**config.mk**
```make
export PLATFORM = sky130hd
export DESIGN_NAME = ps2_kbd_rx
export DESIGN_NICKNAME = d
export VERILOG_FILES = /design/src/rtl/ps2_pkg.sv /design/src/rtl/ps2_rx_frame.sv /design/src/rtl/ps2_kbd_rx.sv
export SDC_FILE = /design/constraint.sdc
export NUM_CORES = 1
export LEC_CHECK = 0
export BUFFER_PORTS_ARGS = -buffer_cell sky130_fd_sc_hd__buf_4
export CAP_MARGIN = 20
export CORE_MARGIN = 2
export CORE_UTILIZATION = 52
export CTS_CLUSTER_DIAMETER = 150
export DETAILED_ROUTE_END_ITERATION = 7
export PLACE_DENSITY_LB_ADDON = 0.08
export SKIP_LAST_GASP = 1
export SLEW_MARGIN = 20
export SYNTH_ARGS = -nofsm -noshare
export SYNTH_HDL_FRONTEND = slang
export SYNTH_HIERARCHICAL = 1
export SYNTH_SLANG_ARGS = --single-unit
```
**constraint.sdc**
```tcl
create_clock -name clk_sys -period 2.3 [get_ports clk_sys]
set_clock_uncertainty 0.2 [all_clocks]
set_input_delay 0.345 -clock clk_sys [delete_from_list [all_inputs] [get_ports clk_sys]]
set_output_delay 0.345 -clock clk_sys [all_outputs]
set_load 0.02 [all_outputs]
```
**src/rtl/ps2_pkg.sv**
```systemverilog
// Shared constants and byte/frame helpers for the PS/2 keyboard receiver.
// Consumed by ps2_rx_frame and ps2_kbd_rx.
package ps2_pkg;

    localparam logic [7:0]  PS2_PREFIX_EXT = 8'hE0;
    localparam logic [7:0]  PS2_PREFIX_REL = 8'hF0;
    localparam int unsigned PS2_FRAME_BITS = 11;
    localparam logic [3:0]  PS2_LAST_BIT   = 4'(PS2_FRAME_BITS - 1);

    typedef enum logic [1:0] {
        BYTE_CODE = 2'd0,
        BYTE_EXT  = 2'd1,
        BYTE_REL  = 2'd2
    } byte_kind_e;

    // Odd parity across data and parity bit, plus a high stop bit.
    function automatic logic frame_ok(input logic [7:0] data, input logic par, input logic stop);
        return (^{data, par}) & stop;
    endfunction

    function automatic byte_kind_e classify(input logic [7:0] b);
        byte_kind_e kind;
        case (b)
            PS2_PREFIX_EXT: kind = BYTE_EXT;
            PS2_PREFIX_REL: kind = BYTE_REL;
            default:        kind = BYTE_CODE;
        endcase
        return kind;
    endfunction

endpackage

```
**src/rtl/ps2_rx_frame.sv**
```systemverilog
// PS/2 frame receiver: synchronizers, falling-edge detect, 11-bit deserializer, parity/stop check.
// Optional inactivity timeout is enabled by defining PS2_RX_TIMEOUT_EN.
module ps2_rx_frame
    import ps2_pkg::*;
#(
    parameter int unsigned TIMEOUT_CYC = 4096
) (
    input  logic       clk_sys,
    input  logic       reset,
    input  logic       ps2_clk,
    input  logic       ps2_data,
    output logic       byte_valid,
    output logic [7:0] rx_byte,
    output logic       err
);

    logic       clk_meta_r;
    logic       clk_sync_r;
    logic       clk_prev_r;
    logic       data_meta_r;
    logic       data_sync_r;
    logic       fall_s;
    logic       timeout_s;
    logic [3:0] bit_cnt_r;
    logic [7:0] shift_r;
    logic       parity_r;

    // Two-stage synchronizers plus a third clock stage for edge detection.
    always_ff @(posedge clk_sys) begin
        if (reset) begin
            clk_meta_r  <= 1'b1;
            clk_sync_r  <= 1'b1;
            clk_prev_r  <= 1'b1;
            data_meta_r <= 1'b1;
            data_sync_r <= 1'b1;
        end else begin
            clk_meta_r  <= ps2_clk;
            clk_sync_r  <= clk_meta_r;
            clk_prev_r  <= clk_sync_r;
            data_meta_r <= ps2_data;
            data_sync_r <= data_meta_r;
        end
    end

    assign fall_s = clk_prev_r & ~clk_sync_r;

`ifdef PS2_RX_TIMEOUT_EN
    localparam int unsigned TO_W = $clog2(TIMEOUT_CYC + 1);
    logic [TO_W-1:0] to_cnt_r;

    assign timeout_s = (bit_cnt_r != 4'd0) && !fall_s && (to_cnt_r == TO_W'(TIMEOUT_CYC - 1));

    // Idle-time counter, only running while a frame is partially received.
    always_ff @(posedge clk_sys) begin
        if (reset) begin
            to_cnt_r <= '0;
        end else if (fall_s || (bit_cnt_r == 4'd0) || timeout_s) begin
            to_cnt_r <= '0;
        end else begin
            to_cnt_r <= to_cnt_r + 1'b1;
        end
    end
`else
    assign timeout_s = 1'b0;
`endif

    // Deserializer: bit 0 start, 1..8 data LSB first, 9 parity, 10 stop.
    always_ff @(posedge clk_sys) begin
        if (reset) begin
            bit_cnt_r  <= 4'd0;
            shift_r    <= 8'h00;
            parity_r   <= 1'b0;
            byte_valid <= 1'b0;
            rx_byte    <= 8'h00;
            err        <= 1'b0;
        end else begin
            byte_valid <= 1'b0;
            err        <= 1'b0;
            if (timeout_s) begin
                bit_cnt_r <= 4'd0;
                err       <= 1'b1;
            end else if (fall_s) begin
                case (bit_cnt_r)
                    4'd0: begin
                        // A high start bit is noise: stay idle silently.
                        if (!data_sync_r) begin
                            bit_cnt_r <= 4'd1;
                        end else begin
                            bit_cnt_r <= 4'd0;
                        end
                    end
                    4'd9: begin
                        parity_r  <= data_sync_r;
                        bit_cnt_r <= 4'd10;
                    end
                    PS2_LAST_BIT: begin
                        bit_cnt_r <= 4'd0;
                        if (frame_ok(shift_r, parity_r, data_sync_r)) begin
                            byte_valid <= 1'b1;
                            rx_byte    <= shift_r;
                        end else begin
                            err <= 1'b1;
                        end
                    end
                    default: begin
                        shift_r   <= {data_sync_r, shift_r[7:1]};
                        bit_cnt_r <= bit_cnt_r + 4'd1;
                    end
                endcase
            end else begin
                bit_cnt_r <= bit_cnt_r;
            end
        end
    end

endmodule

```
**src/rtl/ps2_kbd_rx.sv**
```systemverilog
// PS/2 keyboard receiver top: strips E0/F0 prefixes into key_ext/key_pressed.
// Define PS2_RX_TIMEOUT_EN to abandon stalled partial frames after TIMEOUT_CYC cycles.
module ps2_kbd_rx
    import ps2_pkg::*;
#(
    parameter int unsigned TIMEOUT_CYC = 4096
) (
    input  logic       clk_sys,
    input  logic       reset,
    input  logic       ps2_clk,
    input  logic       ps2_data,
    output logic       key_strobe,
    output logic [7:0] key_code,
    output logic       key_ext,
    output logic       key_pressed,
    output logic       frame_err
);

    logic       byte_valid_s;
    logic [7:0] rx_byte_s;
    logic       byte_err_s;
    logic       ext_flag_r;
    logic       rel_flag_r;

    ps2_rx_frame #(
        .TIMEOUT_CYC (TIMEOUT_CYC)
    ) u_frame (
        .clk_sys    (clk_sys),
        .reset      (reset),
        .ps2_clk    (ps2_clk),
        .ps2_data   (ps2_data),
        .byte_valid (byte_valid_s),
        .rx_byte    (rx_byte_s),
        .err        (byte_err_s)
    );

    // Prefix decoder; a framing error drops any pending prefixes.
    always_ff @(posedge clk_sys) begin
        if (reset) begin
            ext_flag_r  <= 1'b0;
            rel_flag_r  <= 1'b0;
            key_strobe  <= 1'b0;
            key_code    <= 8'h00;
            key_ext     <= 1'b0;
            key_pressed <= 1'b0;
            frame_err   <= 1'b0;
        end else begin
            key_strobe <= 1'b0;
            frame_err  <= byte_err_s;
            if (byte_err_s) begin
                ext_flag_r <= 1'b0;
                rel_flag_r <= 1'b0;
            end else if (byte_valid_s) begin
                case (classify(rx_byte_s))
                    BYTE_EXT: ext_flag_r <= 1'b1;
                    BYTE_REL: rel_flag_r <= 1'b1;
                    default: begin
                        key_strobe  <= 1'b1;
                        key_code    <= rx_byte_s;
                        key_ext     <= ext_flag_r;
                        key_pressed <= ~rel_flag_r;
                        ext_flag_r  <= 1'b0;
                        rel_flag_r  <= 1'b0;
                    end
                endcase
            end else begin
                ext_flag_r <= ext_flag_r;
                rel_flag_r <= rel_flag_r;
            end
        end
    end

endmodule
```
==> flow_metrics.env, run 1 <==
export IMPL_timing_slew_headroom_pct=62.6
export IMPL_cp_top_family="simple AND/OR/NAND/NOR gates"
export IMPL_syn_to_final_growth_pct=16.1
export IMPL_rows=21
export IMPL_numCtsBuffers=5
export IMPL_nFillCells=302
export IMPL_final_layout_size_suffix_gt1_share_pct=22.9
export IMPL_final_hold_violation_count=0
export IMPL_insertion_delay_ns=0.36
export IMPL_cp_start_kind="register"
export IMPL_synth_distinct_cells=38
export IMPL_worstRegToRegCells=7
export IMPL_layout_area_seq_um2=846
export IMPL_fin_area_um2=2130
export IMPL_synth_edf_count=0
export IMPL_antenna_left=0
export IMPL_core_area_um2=3360
export IMPL_cts_tree="yes"
export IMPL_cts_clk_slew_worst_paths_ns=0.12
export IMPL_grt_max_degree=42
export IMPL_leakage_nw=0.859
export IMPL_net_switching_power_uw=270
export IMPL_irDropWorstVdd_v=0.000393
export IMPL_numPortBuffers=15
export IMPL_hpwl_um=2340
export IMPL_finalWirelength_um=3420
export IMPL_ys_flop_type="dfxtp_1"
export IMPL_seqPwrFrac_pct=64.6
export IMPL_grt_pass1_vias=1267
export IMPL_wire_per_inst_um=13.4
export IMPL_slowest_stage="or4b_4"
export IMPL_p_sw_share_pct=23.6
export IMPL_maxCapViolCount=0
export IMPL_hold_ws_ns=0.226
export IMPL_worstHoldEndpoint="u_frame/clk_sync_r"
export IMPL_vias_per_cell=5.29
export IMPL_drv_slew=0
export IMPL_status="complete, no violations"
export IMPL_clock_sinks=42
export IMPL_crit_type="reg2reg"
export IMPL_crit_path_max_fanout=6
export IMPL_die_w_um=63.4
export IMPL_clkPwrFrac_pct=31.3
export IMPL_synth_cells=185
export IMPL_root_buffer="clkbuf_4"
export IMPL_final_common_cell="dfxtp_1"
export IMPL_r2r_end="key_code[7]"
export IMPL_power_internal_uw=873
export IMPL_drtIter0Drc=69
export IMPL_place_gp_congestion=0.818
export IMPL_endpoint_kind="register"
export IMPL_cp_required_ns=2.39
export IMPL_setup_viol=0
export IMPL_ys_warn_count=6
export IMPL_mostFrequentLayoutCells="dfxtp_1 (38), nand2_1 (25), buf_4 (19)"
export IMPL_synth_nets=195
export IMPL_r2r_setup_slack_ns=0.06
export IMPL_start_util_pct=54.5
export IMPL_placed_area_um2=2000
export IMPL_grt_pass1_wl_um=5730
export IMPL_cts_max_level=2
export IMPL_pwr_share_comb_pct=4.1
export IMPL_antenna_found_initial=0
export IMPL_hold_class="reg2reg"
export IMPL_nNetsFinal=219
export IMPL_holdPathStages=1
export IMPL_dp_cells=243
export IMPL_ys_seq_area_share_pct=45.8
export IMPL_ys_ff_latch=42
export IMPL_grt_use_total_pct=18.4
export IMPL_cts_buffer_depth=2
export IMPL_worstReg2RegStart="u_frame/rx_byte[3]"
export IMPL_n_antenna_cell=0
export IMPL_timing_fmax_mhz=447
export IMPL_fin_crit_sh_pct=97.2
export IMPL_power_per_cell_area_nw_per_um2=537
export IMPL_critical_path_startpoint="u_frame/rx_byte[3]"
export IMPL_cp_arrival_ns=2.32
export IMPL_setup_ws_ns=0.0637
export IMPL_rsz0062_at_grt="yes"
export IMPL_first_pass_iters=4
export IMPL_die_y_um=63.4
export IMPL_syn_area_um2=1830
export IMPL_crit_buf_inv=1
export IMPL_cp_cell_sequence="or4b_4, nor4_4, inv_2, ha_4, and3b_2, nand2_1, a21oi_1"
export IMPL_stdcell_count=256
export IMPL_synth_async_reset_ratio_pct=0
export IMPL_worstMarginPinSlew_ns=0.561
export IMPL_die_area_um2=4020
export IMPL_gr_total_overflow=0
export IMPL_multi_input_area_um2=986
export IMPL_worstHoldStart="u_frame/clk_meta_r"
export IMPL_num_io_pins=16
export IMPL_via_count=1355
export IMPL_dp_slack_ns=-0.0246
export IMPL_min_period_ns=2.24
export IMPL_drc=0
export IMPL_syn_avg_cell_area_um2=9.91
export IMPL_max_stage_delay_ns=0.56
[power by group through the flow]
| stage | Combinational (mW) | Clock (mW) | Sequential [mW] |
|---|---|---|---|
| 2_1_floorplan | 0.0322 | 0 | 0.753 |
| 3_3_place_gp | 0.0428 | 0 | 0.755 |
| 3_5_place_dp | 0.0442 | 0 | 0.755 |
| 4_1_cts | 0.0470 | 0.370 | 0.739 |
| 5_1_grt | 0.0520 | 0.405 | 0.740 |
| 6_report | 0.0470 | 0.357 | 0.738 |
[what timing repair did]
action,CTS,global route
cloned,0,1
buffers inserted,1,1
pin swaps,0,3
hold endpoints to repair,2,0
setup endpoints to repair,5,10
hold buffers,2,0
gates resized for setup,1,8
[final cells by class]
class,count,area share [%]
clock inverters,2,0.646
flip-flops and latches,42,39.7
inverters,3,0.529
repair buffers,22,8.17
well taps,46,2.70
multi-input cells,135,46.3
clock buffers,6,1.94
[worst max path at each step]
stage	slack (ns)	endpoint	depth (start not counted)
after detailed placement	-0.02	key_pressed	7
after global placement	0.04	key_pressed	7
final	0.06	key_code[7]	7
after CTS	0.04	key_pressed	7
after floorplan	0.12	key_pressed	7
after global routing	-0.04	key_pressed	7
[per-layer routing]
layer	routed length [µm]	global-route usage (%)
met4	54	6.52
met3	143	6.07
met2	1640	30.9
met5	0	0
met1	1580	21.8
[stage by stage]
stage          TNS (ns)  power [mW]  util (%)
6_report              0        1.14      63.3
5_1_grt          -0.140        1.20      63.3
4_1_cts               0        1.16      62.1
3_5_place_dp    -0.0307       0.799      59.6
3_3_place_gp          0       0.797      59.6
2_1_floorplan         0       0.785         -
[cells in the mapped netlist (2+ instances only)]
cell	n	area, µm²
nor3_1	4	20.0
dfxtp_1	42	841
nand3b_1	2	15.0
nand2_1	25	93.8
clkbuf_1	5	18.8
inv_1	2	7.51
or2_2	5	31.3
nor2_1	13	48.8
o22a_1	8	70.1
nor2b_1	12	75.1
ha_1	6	75.1
xnor2_1	3	26.3
a21oi_1	14	70.1
a211oi_1	3	22.5
or3_1	2	12.5
nor3b_1	2	15.0
mux2i_1	10	100
nand3_1	4	20.0
nand4_1	2	12.5
and3b_1	3	26.3
[sequential cells by signal, summed over array words and instances (netlist names)]
signal and cells:
u_frame/data_meta_r 1, u_frame/clk_sync_r 1, key_strobe 1, key_code 8, u_frame/bit_cnt_r 4, key_pressed 1
u_frame/data_sync_r 1, u_frame/clk_meta_r 1, u_frame/err 1, rel_flag_r 1, u_frame/rx_byte 8, frame_err 1
u_frame/byte_valid 1, ext_flag_r 1, key_ext 1, u_frame/parity_r 1, u_frame/shift_r 8, u_frame/clk_prev_r 1
[kinds of logic (layout without fill, tap and decap cells)]
group	after synthesis	after routing	share of synthesized area, %
muxes	12	12	7.50
and+or+nand+nor	80	81	23.8
DFF	42	42	45.8
xor gates and xnor gates	7	7	5.73
buffers and inverters	9	33	1.91
adders and majority gates	6	6	4.09
AOI/OAI and AO/OA	29	29	11.1
[worst register-to-register path, stage by stage, from the launching register on]
cell and delay (ns):
dfxtp_2 0.34, or4b_4 0.56, nor4_4 0.27, inv_2 0.08, ha_4 0.27, and3b_2 0.25, nand2_1 0.08, a21oi_1 0.13
Note: power is estimated with default switching activity, not from simulation.
==> run 2, diff against run 1 <==
MAX_ROUTING_LAYER = met4   (was unset)
SKIP_LAST_GASP = unset   (was 1)
==> run 2 against run 1 <==
  * Clock power about the same
  * Hold slack about the same
  * First-iteration DRC count increased by 1.4%
  * Critical path depth is the same
  * Cell area unchanged
  * Sequential share of layout area did not move
  * Sequential cell count stayed put
  * Die area unchanged
  * Cell count is the same
  * Largest power group unchanged
  * Highest routed layer unchanged
==> flow_metrics.env, run 2 (synthesis results as in run 1) <==
export IMPL_antenna_found_initial=0
export IMPL_worstHoldEndpoint="u_frame/clk_sync_r"
export IMPL_grt_pass1_vias=1266
export IMPL_drtIter0Drc=70
export IMPL_insertion_delay_ns=0.36
export IMPL_drc=0
export IMPL_min_period_ns=2.24
export IMPL_r2r_end="key_code[7]"
export IMPL_hold_ws_ns=0.227
export IMPL_rows=21
export IMPL_root_buffer="clkbuf_4"
export IMPL_core_area_um2=3360
export IMPL_worstHoldStart="u_frame/clk_meta_r"
export IMPL_timing_fmax_mhz=447
export IMPL_rsz0062_at_grt="yes"
export IMPL_gr_total_overflow=0
export IMPL_hpwl_um=2340
export IMPL_dp_slack_ns=-0.0246
export IMPL_numPortBuffers=15
export IMPL_start_util_pct=54.5
export IMPL_cp_start_kind="register"
export IMPL_timing_slew_headroom_pct=62.6
export IMPL_setup_ws_ns=0.0641
export IMPL_via_count=1357
export IMPL_critical_path_startpoint="u_frame/rx_byte[3]"
export IMPL_wire_per_inst_um=13.4
export IMPL_endpoint_kind="register"
export IMPL_final_common_cell="dfxtp_1"
export IMPL_worstReg2RegStart="u_frame/rx_byte[3]"
export IMPL_drv_slew=0
export IMPL_mostFrequentLayoutCells="dfxtp_1 (38), nand2_1 (25), buf_4 (19)"
export IMPL_nNetsFinal=219
export IMPL_crit_type="reg2reg"
export IMPL_dp_cells=243
export IMPL_status="complete, no violations"
export IMPL_num_io_pins=16
export IMPL_vias_per_cell=5.30
export IMPL_postLayoutCoreUtil_pct=63.3
export IMPL_worstRegToRegCells=7
export IMPL_setup_viol=0
export IMPL_cp_arrival_ns=2.32
export IMPL_grt_use_total_pct=18.9
export IMPL_cts_buffer_depth=2
export IMPL_maxCapViolCount=0
export IMPL_syn_to_final_growth_pct=16.1
export IMPL_n_antenna_cell=0
export IMPL_cts_max_level=2
export IMPL_die_w_um=63.4
export IMPL_die_y_um=63.4
export IMPL_holdPathStages=1
export IMPL_first_pass_iters=4
export IMPL_crit_path_max_fanout=6
export IMPL_antenna_left=0
export IMPL_power_per_cell_area_nw_per_um2=537
export IMPL_cp_required_ns=2.39
export IMPL_cts_clk_slew_worst_paths_ns=0.12
export IMPL_worstMarginPinSlew_ns=0.561
export IMPL_grt_pass1_wl_um=5730
export IMPL_reg_top3="key_code x8, u_frame/rx_byte x8, u_frame/shift_r x8"
export IMPL_leakage_nw=0.859
export IMPL_grt_max_degree=42
export IMPL_final_hold_violation_count=0
export IMPL_hold_class="reg2reg"
export IMPL_fin_crit_sh_pct=97.2
export IMPL_stdcell_count=256
export IMPL_cts_tree="yes"
export IMPL_clock_sinks=42
export IMPL_finalWirelength_um=3430
export IMPL_numCtsBuffers=5
export IMPL_final_layout_size_suffix_gt1_share_pct=22.9
export IMPL_place_gp_congestion=0.830
export IMPL_die_area_um2=4020
export IMPL_irDropWorstVdd_v=0.000393
export IMPL_r2r_setup_slack_ns=0.06
## run 2: cell counts in the layout (fill, tap and decap cells not counted)
Identical to the previous run, type by type.
## run 2: how the worst max path moves through the flow
stage | endpoint | slack [ns] | depth (start not counted)
4_1_cts | key_pressed | 0.04 | 7
3_3_place_gp | key_pressed | 0.04 | 7
5_1_grt | key_pressed | -0.04 | 7
2_1_floorplan | key_pressed | 0.12 | 7
6_report | key_code[7] | 0.06 | 7
3_5_place_dp | key_pressed | -0.02 | 7
## run 2: through the flow
| step | TNS, ns | power, mW | instance area (µm²) |
|---|---|---|---|
| floorplan | 0 | 0.785 | 1830 |
| global placement | 0 | 0.797 | 2000 |
| detailed placement | -0.0307 | 0.799 | 2000 |
| CTS | 0 | 1.16 | 2090 |
| global route | -0.140 | 1.20 | 2130 |
| finish | 0 | 1.14 | 2130 |
## run 2: cell type report
class / count / area [µm²]
timing repair buffer: 22 / 174
clock buffer: 6 / 41.3
fill: 302 / 1230
inverter: 3 / 11.3
tap: 46 / 57.6
clock inverter: 2 / 13.8
multi-input combinational: 135 / 986
sequential: 42 / 846
## run 2: per-layer routing
layer	part of all wire [%]	track usage, %	wire (µm)	up-vias
met5	0	-	0	-
met4	1.6	6.52	54	0
met3	4.1	6.07	142	7
met2	48	30.8	1640	21
met1	46	21.9	1590	637
li1	-	-	-	692
## run 2: power breakdown
group          switching (mW)  leakage, nW  internal, mW
combinational          0.0271        0.486        0.0198
sequential            0.00545        0.342         0.733
clock                   0.237       0.0322         0.120
## run 2: critical path: stages, from the launching register on
cell and delay, ns:
dfxtp_2 0.34, or4b_4 0.56, nor4_4 0.27, inv_2 0.08
ha_4 0.27, and3b_2 0.25, nand2_1 0.08, a21oi_1 0.13
## run 2: what timing repair did
item / 4_1_cts / 5_1_grt
hold buffers: 2 / 0
endpoints found under the hold margin: 2 / 0
gates cloned: 0 / 1
resized for setup: 1 / 8
pin swaps: 0 / 3
setup endpoints to repair: 5 / 10
buffers inserted: 1 / 1
